[src/rtl/modulo_condicionador_entradas.sv]
// Input conditioner: synchronizes, debounces and edge-detects the operator key,
// the cork-increment key (with auto-repeat) and the start/stop switch.
module modulo_condicionador_entradas #(
  parameter int N_STABLE     = 8,
  parameter int REPEAT_TICKS = 64
) (
  input  logic clk,
  input  logic rst,
  input  logic tick,
  input  logic key_op_n,
  input  logic key_op_c_n,
  input  logic sw_start_stop,
  output logic op_level,
  output logic op_pulse,
  output logic op_c_level,
  output logic op_c_pulse,
  output logic start_stop_db
);

  typedef enum logic [1:0] {RELEASED, DB_PRESS, HELD, DB_RELEASE} state_t;

  localparam int         NCH     = 3;
  localparam logic [3:0] N_LIM   = 4'(N_STABLE);
  localparam logic [7:0] RPT_LIM = 8'(REPEAT_TICKS);
  localparam bit         RPT_EN  = (REPEAT_TICKS != 0);

  // Channels are normalised to active-high so a reset synchronizer reads "inactive".
  logic [NCH-1:0] raw_act;
  logic [NCH-1:0] level_w;
  logic [1:0]     pulse_q;

  assign raw_act = {sw_start_stop, ~key_op_c_n, ~key_op_n};

  for (genvar g = 0; g < NCH; g++) begin : g_ch
    logic       sync1;
    logic       samp;
    state_t     state;
    logic [3:0] cnt;
    logic       level;

    always_ff @(posedge clk or posedge rst) begin
      if (rst) begin
        sync1 <= 1'b0;
        samp  <= 1'b0;
      end else begin
        sync1 <= raw_act[g];
        samp  <= sync1;
      end
    end

    // Level is updated on the same edge as the state so it never glitches.
    always_ff @(posedge clk or posedge rst) begin
      if (rst) begin
        state <= RELEASED;
        cnt   <= 4'd0;
        level <= 1'b0;
      end else if (tick) begin
        case (state)
          RELEASED: begin
            if (samp) begin
              state <= DB_PRESS;
              cnt   <= 4'd1;
            end else begin
              cnt <= 4'd0;
            end
          end
          DB_PRESS: begin
            if (!samp) begin
              state <= RELEASED;
              cnt   <= 4'd0;
            end else if (cnt + 4'd1 == N_LIM) begin
              state <= HELD;
              cnt   <= 4'd0;
              level <= 1'b1;
            end else begin
              cnt <= cnt + 4'd1;
            end
          end
          HELD: begin
            if (!samp) begin
              state <= DB_RELEASE;
              cnt   <= 4'd1;
            end
          end
          DB_RELEASE: begin
            if (samp) begin
              state <= HELD;
              cnt   <= 4'd0;
            end else if (cnt + 4'd1 == N_LIM) begin
              state <= RELEASED;
              cnt   <= 4'd0;
              level <= 1'b0;
            end else begin
              cnt <= cnt + 4'd1;
            end
          end
          default: begin
            state <= RELEASED;
            cnt   <= 4'd0;
            level <= 1'b0;
          end
        endcase
      end
    end

    assign level_w[g] = level;

    if (g == 0) begin : g_op
      logic enter_held;
      assign enter_held = tick && samp && (state == DB_PRESS) && (cnt + 4'd1 == N_LIM);

      always_ff @(posedge clk or posedge rst) begin
        if (rst) pulse_q[0] <= 1'b0;
        else     pulse_q[0] <= enter_held;
      end
    end else if (g == 1) begin : g_opc
      logic       enter_held;
      logic       rpt_fire;
      logic [6:0] rpt_cnt;

      assign enter_held = tick && samp && (state == DB_PRESS) && (cnt + 4'd1 == N_LIM);
      // Repeat can only fire from HELD, so it never lands on the press pulse cycle.
      assign rpt_fire   = RPT_EN && tick && samp && (state == HELD) &&
                          ({1'b0, rpt_cnt} + 8'd1 == RPT_LIM);

      always_ff @(posedge clk or posedge rst) begin
        if (rst) begin
          rpt_cnt    <= 7'd0;
          pulse_q[1] <= 1'b0;
        end else begin
          pulse_q[1] <= enter_held | rpt_fire;
          if (state != HELD) begin
            rpt_cnt <= 7'd0;
          end else if (tick) begin
            if (!samp || rpt_fire || !RPT_EN) rpt_cnt <= 7'd0;
            else                              rpt_cnt <= rpt_cnt + 7'd1;
          end
        end
      end
    end
  end

  assign op_level      = level_w[0];
  assign op_c_level    = level_w[1];
  assign start_stop_db = level_w[2];
  assign op_pulse      = pulse_q[0];
  assign op_c_pulse    = pulse_q[1];

endmodule

[config.mk]
export PLATFORM = sky130hd
export DESIGN_NAME = modulo_condicionador_entradas
export DESIGN_NICKNAME = d
export VERILOG_FILES = /design/src/rtl/modulo_condicionador_entradas.sv
export SDC_FILE = /design/constraint.sdc
export NUM_CORES = 1
export LEC_CHECK = 0
export BUFFER_PORTS_ARGS = -buffer_cell sky130_fd_sc_hd__clkbuf_2
export CAP_MARGIN = 15
export CORE_ASPECT_RATIO = 0.8
export CORE_UTILIZATION = 60
export DETAILED_ROUTE_END_ITERATION = 12
export GPL_TIMING_DRIVEN = 0
export PLACE_DENSITY = 0.79
export RECOVER_POWER = 25
export SYNTH_ARGS = -nofsm -noshare
export SYNTH_HDL_FRONTEND = slang
export SYNTH_SLANG_ARGS = --single-unit
[constraint.sdc]
create_clock -name clk -period 4.38 [get_ports clk]
set_input_delay 0.219 -clock clk [delete_from_list [all_inputs] [get_ports clk]]
set_output_delay 0.219 -clock clk [all_outputs]
set_load 0.01 [all_outputs]
==> impl_metrics.yaml, run 1 <==
cells_and_area:
  utilization_pct: 71.1
  post_route_cells_drive_above_1_share_pct: 13.5
  nNetsFinal: 242
  antenna-diode-count: 0
  area_growth_syn_to_layout_pct: 11.3
  layout.filler_cells: 243
placed_design:
  hpwlAfterDp_um: 2890
  gpl.final_weighted_congestion: 0.847
  port-buffer-count: 10
pwr:
  total_leakage_power_nw: 0.961
  power_switching_share_pct: 27.9
  power.internal_mw: 0.529
  clkPwrFrac_pct: 32.8
  tot_pwr_mw: 0.734
  p_comb_share_pct: 14.8
  vdd_ir_drop_max_uv: 257
  cellPowerDensity_nw_per_um2: 332
  total_switching_power_mw: 0.205
  power.share.sequential_pct: 52.4
setup_path:
  worstPathBufferInverterCount: 0
  worstPathArrival_ns: 2.02
  critPathMaxFanout: 7
  setup.worst_path.end_class: "flip-flop"
  worstPathCellList: "ha_1, nor3b_1, o21ai_2, nor2_2, mux2_2"
  timing.critical_path.max_delay_family: "simple AND/OR/NAND/NOR gates"
  required_ns: 4.55
  path_class: "reg2reg"
  critPathLaunchType: "flip-flop"
  critPathMaxStageDelay_ns: 0.47
  standard_cell_with_the_maximum_stage_delay_on_the_critical_path: "dfrtp_1"
logic_synthesis:
  synth.avg_cell_area_sq_um: 9.50
  async_flop_share_pct: 100
  seq_cells_post_synth: 36
  postSynth.topFlopCell: "dfrtp_1"
  synthDominantCellAreaShare_pct: 45.4
  synth_cell_types: 46
  post_synth_most_frequent_cells: "36 x dfrtp_1, 28 x nand2_1, 18 x o21ai_0"
  most_common_cell_in_the_netlist: "dfrtp_1"
  synthesis.instances: 209
  synth_area_leaders: "dfrtp_1 45%, nand2_1 5.3%, ha_1 5.0%, o21ai_0 4.5%, a32o_1 3.0%"
  syn_nets: 223
  synth_warnings: 0
  synth-edff-count: 0
  part_of_the_yosys_area_used_for_sequential_elements_pct: 45.4
  synth_top_area_cell: "dfrtp_1"
  netlist_area_before_placement_sq_um: 1990
floorplan:
  start_util_pct: 63.9
  fp.coreArea_sq_um: 3110
  placementRows: 18
  chipWidth_um: 66.3
  io-pin-count: 11
  die-area_sq_um: 3540
  chipHeight_um: 53.5
clock_network:
  ctsResizeCount: 0
  cts_made_buffers: 5
  cts_root_buffer_type: "clkbuf_8"
  cts.path.max_buffers: 2
  cts_sinks: 36
  clock_insertion_delay_worst_skew_ns: 0.28
  tritoncts_clock_tree: "done"
  worst_setup_hold_path_clk_slew_ns: 0.07
  htreeDepth: 2
routing:
  routed_via_density: 6.06
  firstDrtPassIters: 4
  drtIter0Drc: 119
  antenna_left: 0
  drt-wirelength-per-cell_um: 15.0
  routed_wl_um: 4030
  drc_errors: 0
  detailroute.via_count: 1630
timing:
  finalClockSkew_ns: 0.00386
  fmaxAchievable_mhz: 540
  slew-limit-headroom_pct: 49.9
  unrepaired_setup_endpoints_after_global_routing: "false"
  tightestPinTransition_ns: 0.746
  hold_ws_ns: 0.0427
  setup_viol_count_final: 0
  finalCritPeriodShare_pct: 42.3
  drv_slew: 0
  post-route-min-period_ns: 1.85
  finalSetupTns_ns: 0
  hold_violation_total_from_the_final_report: 0
grt:
  grt.overflow.total: 0
  antenna_violations_before_repair: 0
  grt_pass1_vias: 1522
  grt_pass1_wl_um: 6620
  grt_max_degree: 26
  global_route.usage.total_pct: 25.8
status:
  status: "completed"
run:
  drv.max_cap_violation_count: 0
hold_path:
  min-delay-path-class: "in2reg"
-- path summary, 6_finish.rpt --
check / endpoint / startpoint / depth (start not counted) / slack, ns
setup / recovery: flip-flop / g_ch[0].cnt[0]$_DFFE_PP0P_ / 5 / 2.53
hold reg to reg: g_ch[1].samp$_DFF_PP0_ / g_ch[1].sync1$_DFF_PP0_ / 0 / 0.35
max in group asynchronous: g_ch[1].cnt[2]$_DFFE_PP0P_ / rst / 4 / 3.35
min in group asynchronous: g_ch[2].samp$_DFF_PP0_ / rst / 3 / 0.52
hold / removal: g_ch[2].sync1$_DFF_PP0_ / sw_start_stop / 1 / 0.04
setup reg to reg: flip-flop / g_ch[0].cnt[0]$_DFFE_PP0P_ / 5 / 2.53
-- power by group through the flow --
stage | clock (mW) | combinational (mW) | sequential [mW]
finish | 0.241 | 0.109 | 0.385
global route | 0.259 | 0.123 | 0.388
CTS | 0.246 | 0.109 | 0.384
detailed placement | 0 | 0.108 | 0.390
global placement | 0 | 0.0963 | 0.387
floorplan | 0 | 0.0828 | 0.381
-- layout make-up --
cell class                      count  area [sq um]  share of cell area (%)
Multi-Input combinational cell    154           996                    45.0
Sequential cell                    36           901                    40.7
Clock buffer                        8          90.1                    4.07
Timing Repair Buffer               12          85.1                    3.85
Tap cell                           40          50.0                    2.26
Buffer                              8          47.5                    2.15
Inverter                           11          41.3                    1.87
-- worst register-to-register path, delay by kind of cell (launching register included) --
family                     cells  cell delay, ns
and+or+nand+nor                2            0.49
adders and majority gates      1            0.30
muxes                          1            0.36
AOI/OAI and AO/OA              1            0.12
DFF                            1            0.47
-- routing by layer --
metal / GRT usage (%) / share of wire [%] / up-vias
li1: - / - / 788
met1: 30.9 / 46 / 796
met2: 44.6 / 49 / 37
met3: 6.03 / 3.6 / 9
met4: 11.3 / 1.4 / 0
met5: 0 / 0 / -
-- stage by stage --
step | std cells | area [sq um] | worst slack (ns)
3_5_place_dp | 260 | 2110 | 2.57
2_1_floorplan | 209 | 1990 | 2.78
5_1_grt | 269 | 2210 | 2.40
6_report | 269 | 2210 | 2.53
4_1_cts | 269 | 2210 | 2.55
3_3_place_gp | 259 | 2090 | 2.67
-- sequential cells by signal, summed over array words and instances (netlist names), named ones only --
| name | flops |
|---|---|
| op_level | 1 |
| g_ch.cnt | 12 |
| g_ch.samp | 3 |
| g_ch.state | 3 |
| g_ch.g_opc.rpt_cnt | 7 |
| start_stop_db | 1 |
| op_pulse | 1 |
| op_c_pulse | 1 |
| g_ch.sync1 | 3 |
| op_c_level | 1 |
-- cells by family after synthesis --
kind of cell / count (synthesis) / synth area share, %
fa+ha+maj: 8 / 5.04
flops: 36 / 45.4
buf+inv: 19 / 4.47
mux: 4 / 2.08
xor+xnor: 8 / 3.53
compound gates: 61 / 21.6
simple gates: 73 / 17.9
-- cells in the final DEF (no fill, tap or decap), drive strengths merged, types with 2 or more instances in the layout --
| cell type | instances |
|---|---|
| a211oi | 2 |
| a21oi | 10 |
| a22o | 5 |
| a31o | 2 |
| a32o | 6 |
| and2 | 2 |
| and3 | 3 |
| buf | 8 |
| clkbuf | 19 |
| dfrtp | 36 |
| ha | 8 |
| inv | 11 |
| mux2i | 3 |
| nand2 | 28 |
| nand2b | 5 |
| nand3 | 5 |
| nand3b | 2 |
| nand4 | 2 |
| nor2 | 14 |
| nor2b | 3 |
| nor3 | 3 |
| nor3b | 3 |
| o21ai | 22 |
| o22ai | 3 |
| o31ai | 2 |
| xnor2 | 6 |
| xor2 | 2 |
-- what timing repair did --
item / CTS / global route
setup buffers: 0 / 0
endpoints found under the hold margin: 11 / 0
hold buffers: 1 / 0
Power figures use the tool's default switching activity.
==> run 2: changes to the inputs <==
--- a/config.mk
+++ b/config.mk
@@ -5,6 +5,7 @@
 export SDC_FILE = /design/constraint.sdc
 export NUM_CORES = 1
 export LEC_CHECK = 0
+export ABC_AREA = 1
 export BUFFER_PORTS_ARGS = -buffer_cell sky130_fd_sc_hd__clkbuf_2
 export CAP_MARGIN = 15
 export CORE_ASPECT_RATIO = 0.8
==> constraint.sdc (replaced) <==
create_clock -name clk -period 1.72 [get_ports clk]
set_input_delay 0.086 -clock clk [delete_from_list [all_inputs] [get_ports clk]]
set_output_delay 0.086 -clock clk [all_outputs]
set_load 0.01 [all_outputs]
==> run 2 against run 1 <==
Setup slack worse by 2.4 ns. Register-to-register slack got worse by 2.4 ns. Power grew to 3.5 times the previous value. First-iteration DRC count shrank 16%. Largest power group unchanged.
==> impl_metrics.yaml, run 2 <==
timing:
  finalClockSkew_ns: 0.00867
  finalCritPeriodShare_pct: 90.3
  fmaxAchievable_mhz: 644
  drv_slew: 0
  hold_violation_total_from_the_final_report: 0
  post-route-min-period_ns: 1.55
  unrepaired_setup_endpoints_after_global_routing: "false"
  slew-limit-headroom_pct: 60.1
  setup_viol_count_final: 0
  tightestPinTransition_ns: 0.597
  finalSetupTns_ns: 0
floorplan:
  start_util_pct: 63.1
  placementRows: 18
  chipWidth_um: 65.9
  chipHeight_um: 53.1
  fp.coreArea_sq_um: 3110
  io-pin-count: 11
  die-area_sq_um: 3500
setup_path:
  rr_worst_depth: 8
  timing.rr.end: "g_ch[1].g_opc.rpt_cnt[4]$_DFFE_PP0P_"
  rrSetupSlack_ns: 0.17
  crit-reg2reg-launch: "g_ch[1].g_opc.rpt_cnt[0]$_DFFE_PP0P_"
  worstPathCellList: "ha_1, xor2_1, nor2_1, nand2_1, nor2_2, nand2_2, nand3_1, nand2_1"
  critPathLaunchType: "flip-flop"
  standard_cell_with_the_maximum_stage_delay_on_the_critical_path: "dfrtp_2"
  cp_common_cell: "nand2_1"
  path_class: "reg2reg"
  required_ns: 1.91
  startpoint: "g_ch[1].g_opc.rpt_cnt[0]$_DFFE_PP0P_"
  critPathMaxFanout: 8
  worstPathArrival_ns: 1.74
  critPathMaxStageDelay_ns: 0.44
  setup.worst_path.end_class: "flip-flop"
clock_network:
  worst_setup_hold_path_clk_slew_ns: 0.07
  cts_made_buffers: 5
  cts_root_buffer_type: "clkbuf_8"
  htreeDepth: 2
  cts_sinks: 36
  clock_insertion_delay_worst_skew_ns: 0.29
  cts.path.max_buffers: 2
  tritoncts_clock_tree: "done"
routing:
  antenna_left: 0
  routed_via_density: 5.15
  drt-wirelength-per-cell_um: 11.5
  routed_wl_um: 3590
  detailroute.via_count: 1612
  firstDrtPassIters: 4
  drc_errors: 0
  drtIter0Drc: 100
cells_and_area:
  post_route_cells_drive_above_1_share_pct: 12.1
  nNetsFinal: 286
  area_growth_syn_to_layout_pct: 13.2
  largest_reg_flops: 12
  layout.cells.most_common: "nand2_1"
  antenna-diode-count: 0
  registers.top_by_ff_count: "g_ch.cnt"
  utilization_pct: 71.4
  reg_top3: "g_ch.cnt x12, g_ch.g_opc.rpt_cnt x7"
  final_cell_mix: "83 x nand2_1, 35 x dfrtp_1, 27 x inv_1"
  final_cell_count_no_fill: 313
  final_area_sq_um: 2220
grt:
  antenna_violations_before_repair: 0
  grt_max_degree: 24
  grt.overflow.total: 0
  grt_pass1_vias: 1553
  global_route.usage.total_pct: 25.2
  grt_pass1_wl_um: 6460
logic_synthesis:
  part_of_the_yosys_area_used_for_sequential_elements_pct: 45.9
  async_flop_share_pct: 100
  synthesis.instances: 250
  most_common_cell_in_the_netlist: "nand2_1"
  synth_top_area_cell: "dfrtp_1"
  seq_cells_post_synth: 36
  postSynth.topFlopCell: "dfrtp_1"
  syn_nets: 264
  synth_warnings: 0
  post_synth_most_frequent_cells: "83 x nand2_1, 36 x dfrtp_1, 27 x inv_1"
  synth_cell_types: 29
  synthDominantCellAreaShare_pct: 45.9
  synth-edff-count: 0
  synth_area_leaders: "dfrtp_1 46%, nand2_1 16%, nand3_1 5.9%, inv_1 5.2%, ha_1 5.1%"
  netlist_area_before_placement_sq_um: 1960
  synth.avg_cell_area_sq_um: 7.84
pwr:
  clkPwrFrac_pct: 24.2
  total_leakage_power_nw: 1.16
  vdd_ir_drop_max_uv: 712
  cellPowerDensity_nw_per_um2: 1160
  power.share.sequential_pct: 47.5
  total_switching_power_mw: 0.953
  power.internal_mw: 1.61
  tot_pwr_mw: 2.57
  p_comb_share_pct: 28.3
  power_switching_share_pct: 37.1
hold_path:
  worstHoldPathCells: 4
  holdPathEnd: "g_ch[2].cnt[2]$_DFFE_PP0P_"
  min-delay-path-class: "in2reg"
  min-delay-start: "tick"
placed_design:
  port-buffer-count: 10
  hpwlAfterDp_um: 2590
  placed_cells_incl_taps: 301
  post_detailed_placement_cell_area_sq_um: 2090
  gpl.final_weighted_congestion: 0.790
status:
  status: "completed"
run:
  drv.max_cap_violation_count: 0
## run 2: cell types whose count changed after synthesis, sizes merged, moves of 6 or more
cell / before / now
o21ai: 22 / 13
a21oi: 10 / 4
nand3: 5 / 25
nor2: 14 / 23
nand2: 28 / 87
inv: 11 / 29
## run 2: what timing repair did
| item | in CTS | in global routing |
|---|---|---|
| resized for setup | 0 | 1 |
| hold buffers | 4 | 0 |
| endpoints found under the hold margin | 16 | 0 |
| setup endpoints to repair | 0 | 1 |
| buffers inserted | 0 | 0 |
## run 2: cells by family (layout without fill, tap and decap cells)
family	after synthesis	in the layout	share of synthesized area [%]
and+or+nand+nor	146	146	32.2
DFF	36	36	45.9
buffers and inverters	31	54	6.19
AOI/OAI and AO/OA	23	23	7.91
adders and majority gates	8	8	5.11
xor gates and xnor gates	6	6	2.68
## run 2: through the flow
step | setup slack, ns | hold WS [ns]
final | 0.167 | 0.251
after global routing | 0.0217 | 0.262
after CTS | 0.144 | 0.237
after detailed placement | 0.141 | 0.166
after global placement | 0.183 | 0.196
after floorplan | 0.328 | 0.117
## run 2: critical path, delay by kind of cell, from the launching register on
kind	cells	cell delay [ns]
adders and majority gates	1	0.25
and+or+nand+nor	6	0.59
xor gates and xnor gates	1	0.18
DFF	1	0.44
## run 2: layer usage
metal  GRT usage, %  vias up  part of all wire, %
li1               -      844                    -
met1           31.4      740                   49
met2           41.7       24                   47
met3           8.41        4                  3.5
met4           7.25        0                 0.95
met5              0        -                    0
## run 2: layout make-up
| type | count | area [sq um] |
|---|---|---|
| Timing Repair Buffer | 15 | 114 |
| Tap cell | 40 | 50.0 |
| Fill cell | 246 | 888 |
| Buffer | 2 | 12.5 |
| Inverter | 29 | 109 |
| Sequential cell | 36 | 902 |
| Clock buffer | 7 | 86.3 |
| Multi-Input combinational cell | 183 | 938 |
| Clock inverter | 1 | 7.51 |
## run 2: power by group through the flow
stage / clock [mW] / sequential, mW / combinational, mW
after floorplan: 0 / 1.18 / 0.588
after global placement: 0 / 1.22 / 0.683
after detailed placement: 0 / 1.23 / 0.721
after CTS: 0.643 / 1.21 / 0.734
after global routing: 0.680 / 1.24 / 0.870
final: 0.622 / 1.22 / 0.726
## run 2: how the worst max path moves through the flow
stage	endpoint	cells after the start
after floorplan	g_ch[1].g_opc.rpt_cnt[0]$_DFFE_PP0P_	8
after global placement	g_ch[1].g_opc.rpt_cnt[6]$_DFFE_PP0P_	8
final	g_ch[1].g_opc.rpt_cnt[4]$_DFFE_PP0P_	8
after CTS	g_ch[1].g_opc.rpt_cnt[5]$_DFFE_PP0P_	8
after detailed placement	g_ch[1].g_opc.rpt_cnt[4]$_DFFE_PP0P_	8
after global routing	g_ch[1].g_opc.rpt_cnt[1]$_DFFE_PP0P_	8
==> run 3: changes to the inputs <==
==> constraint.sdc (replaced) <==
create_clock -name clk -period 1.9 [get_ports clk]
set_input_delay 0.095 -clock clk [delete_from_list [all_inputs] [get_ports clk]]
set_output_delay 0.095 -clock clk [all_outputs]
set_load 0.01 [all_outputs]
==> run 3 against run 2 <==
Critical path depth unchanged. Power decreased by 9.5%. Wire length unchanged. Clock-buffer cell count unchanged. Sequential power decreased by 9.8%. Design area about the same.
==> impl_metrics.yaml, run 3 (same netlist as run 2, synthesis figures left out) <==
status:
  status: "completed"
floorplan:
  placementRows: 18
  chipHeight_um: 53.1
  die-area_sq_um: 3500
  io-pin-count: 11
  start_util_pct: 63.1
  fp.coreArea_sq_um: 3110
  chipWidth_um: 65.9
pwr:
  vdd_ir_drop_max_uv: 643
  total_switching_power_mw: 0.863
  clkPwrFrac_pct: 24.2
  power.internal_mw: 1.46
  power.share.sequential_pct: 47.5
  p_comb_share_pct: 28.3
  total_leakage_power_nw: 1.16
  cellPowerDensity_nw_per_um2: 1050
  power_switching_share_pct: 37.1
routing:
  detailroute.via_count: 1612
  drtIter0Drc: 100
  drt-wirelength-per-cell_um: 11.5
  firstDrtPassIters: 4
  routed_via_density: 5.15
  antenna_left: 0
  drc_errors: 0
  routed_wl_um: 3590
hold_path:
  min-delay-path-class: "in2reg"
  min-delay-start: "tick"
cells_and_area:
  layout.cells.most_common: "nand2_1"
  area_growth_syn_to_layout_pct: 13.1
  nNetsFinal: 286
  post_route_cells_drive_above_1_share_pct: 11.7
  registers.top_by_ff_count: "g_ch.cnt"
  antenna-diode-count: 0
  reg_top3: "g_ch.cnt x12, g_ch.g_opc.rpt_cnt x7"
  final_area_sq_um: 2220
  largest_reg_flops: 12
  final_cell_mix: "83 x nand2_1, 36 x dfrtp_1, 27 x inv_1"
timing:
  finalClockSkew_ns: 0.00867
  tightestPinTransition_ns: 0.598
  post-route-min-period_ns: 1.56
  finalSetupTns_ns: 0
  drv_slew: 0
  setup_viol_count_final: 0
  unrepaired_setup_endpoints_after_global_routing: "false"
  finalCritPeriodShare_pct: 82.3
  hold_violation_total_from_the_final_report: 0
  slew-limit-headroom_pct: 60.1
  fmaxAchievable_mhz: 639
clock_network:
  cts_root_buffer_type: "clkbuf_8"
  cts.path.max_buffers: 2
  ctsHoldBuffers: 4
  worst_setup_hold_path_clk_slew_ns: 0.07
  cts_made_buffers: 5
  cts_sinks: 36
  cts.repair_timing.setup_buffer_count: 0
  htreeDepth: 2
  clock_insertion_delay_worst_skew_ns: 0.29
  tritoncts_clock_tree: "done"
  ctsResizeCount: 0
placed_design:
  gpl.final_weighted_congestion: 0.790
  port-buffer-count: 10
  post_detailed_placement_cell_area_sq_um: 2090
  hpwlAfterDp_um: 2590
setup_path:
  crit-reg2reg-launch: "g_ch[1].g_opc.rpt_cnt[0]$_DFFE_PP0P_"
  critPathLaunchType: "flip-flop"
  worstPathArrival_ns: 1.75
  startpoint: "g_ch[1].g_opc.rpt_cnt[0]$_DFFE_PP0P_"
  required_ns: 2.09
  setup.worst_path.end_class: "flip-flop"
  critPathMaxFanout: 8
  path_class: "reg2reg"
run:
  drv.max_cap_violation_count: 0
grt:
  grt_pass1_wl_um: 6460
  grt_max_degree: 24
  global_route.usage.total_pct: 25.2
  grt.overflow.total: 0
  grt_pass1_vias: 1553
  antenna_violations_before_repair: 0
## run 3: worst paths after layout
check | endpoint | slack [ns] | depth (start not counted)
min in group asynchronous | g_ch[0].cnt[2]$_DFFE_PP0P_ | 0.41 | 3
min | g_ch[2].cnt[2]$_DFFE_PP0P_ | 0.26 | 4
max | g_ch[1].g_opc.rpt_cnt[4]$_DFFE_PP0P_ | 0.34 | 8
max reg2reg | g_ch[1].g_opc.rpt_cnt[4]$_DFFE_PP0P_ | 0.34 | 8
min reg2reg | g_ch[2].samp$_DFF_PP0_ | 0.35 | 0
max in group asynchronous | asynchronous set/reset pin | 0.97 | 4
## run 3: worst max-delay path: stages, from the launching register on
cell and delay [ns]:
dfrtp_1 0.44, ha_1 0.27, xor2_1 0.18, nor2_1 0.12, nand2_1 0.07, nor2_2 0.09
nand2_2 0.14, nand3_1 0.12, nand2_1 0.05
## run 3: routing by layer
layer	vias to the layer above	routed length (um)	track usage (%)
li1	844	-	-
met2	24	1680	41.7
met4	0	34	7.25
met3	4	125	8.41
met5	-	0	0
met1	740	1750	31.4
## run 3: cell type report
type	count	area (sq um)
multi-input cells	183	938
flip-flops and latches	36	901
fillers	247	890
repair buffers	15	114
inverters	29	109
clock buffers	7	86.3
well taps	40	50.0
plain buffers	2	12.5
clock inverters	1	7.51
## run 3: through the flow
step / hold WS [ns] / setup slack [ns] / instances / power [mW] / utilization (%)
after CTS: 0.246 / 0.324 / 313 / 2.35 / 71.5
final: 0.260 / 0.336 / 313 / 2.32 / 71.4
after global routing: 0.271 / 0.178 / 313 / 2.53 / 71.4
after detailed placement: 0.175 / 0.321 / 301 / 1.77 / 67.2
after global placement: 0.205 / 0.363 / 300 / 1.73 / 66.3
after floorplan: 0.126 / 0.508 / 250 / 1.60 / -
## run 3: power groups by stage
stage	clock network [mW]	logic (mW)	registers, mW
after floorplan	0	0.533	1.07
after CTS	0.582	0.664	1.10
after global routing	0.616	0.787	1.13
after global placement	0	0.618	1.11
after detailed placement	0	0.653	1.11
final	0.563	0.658	1.10
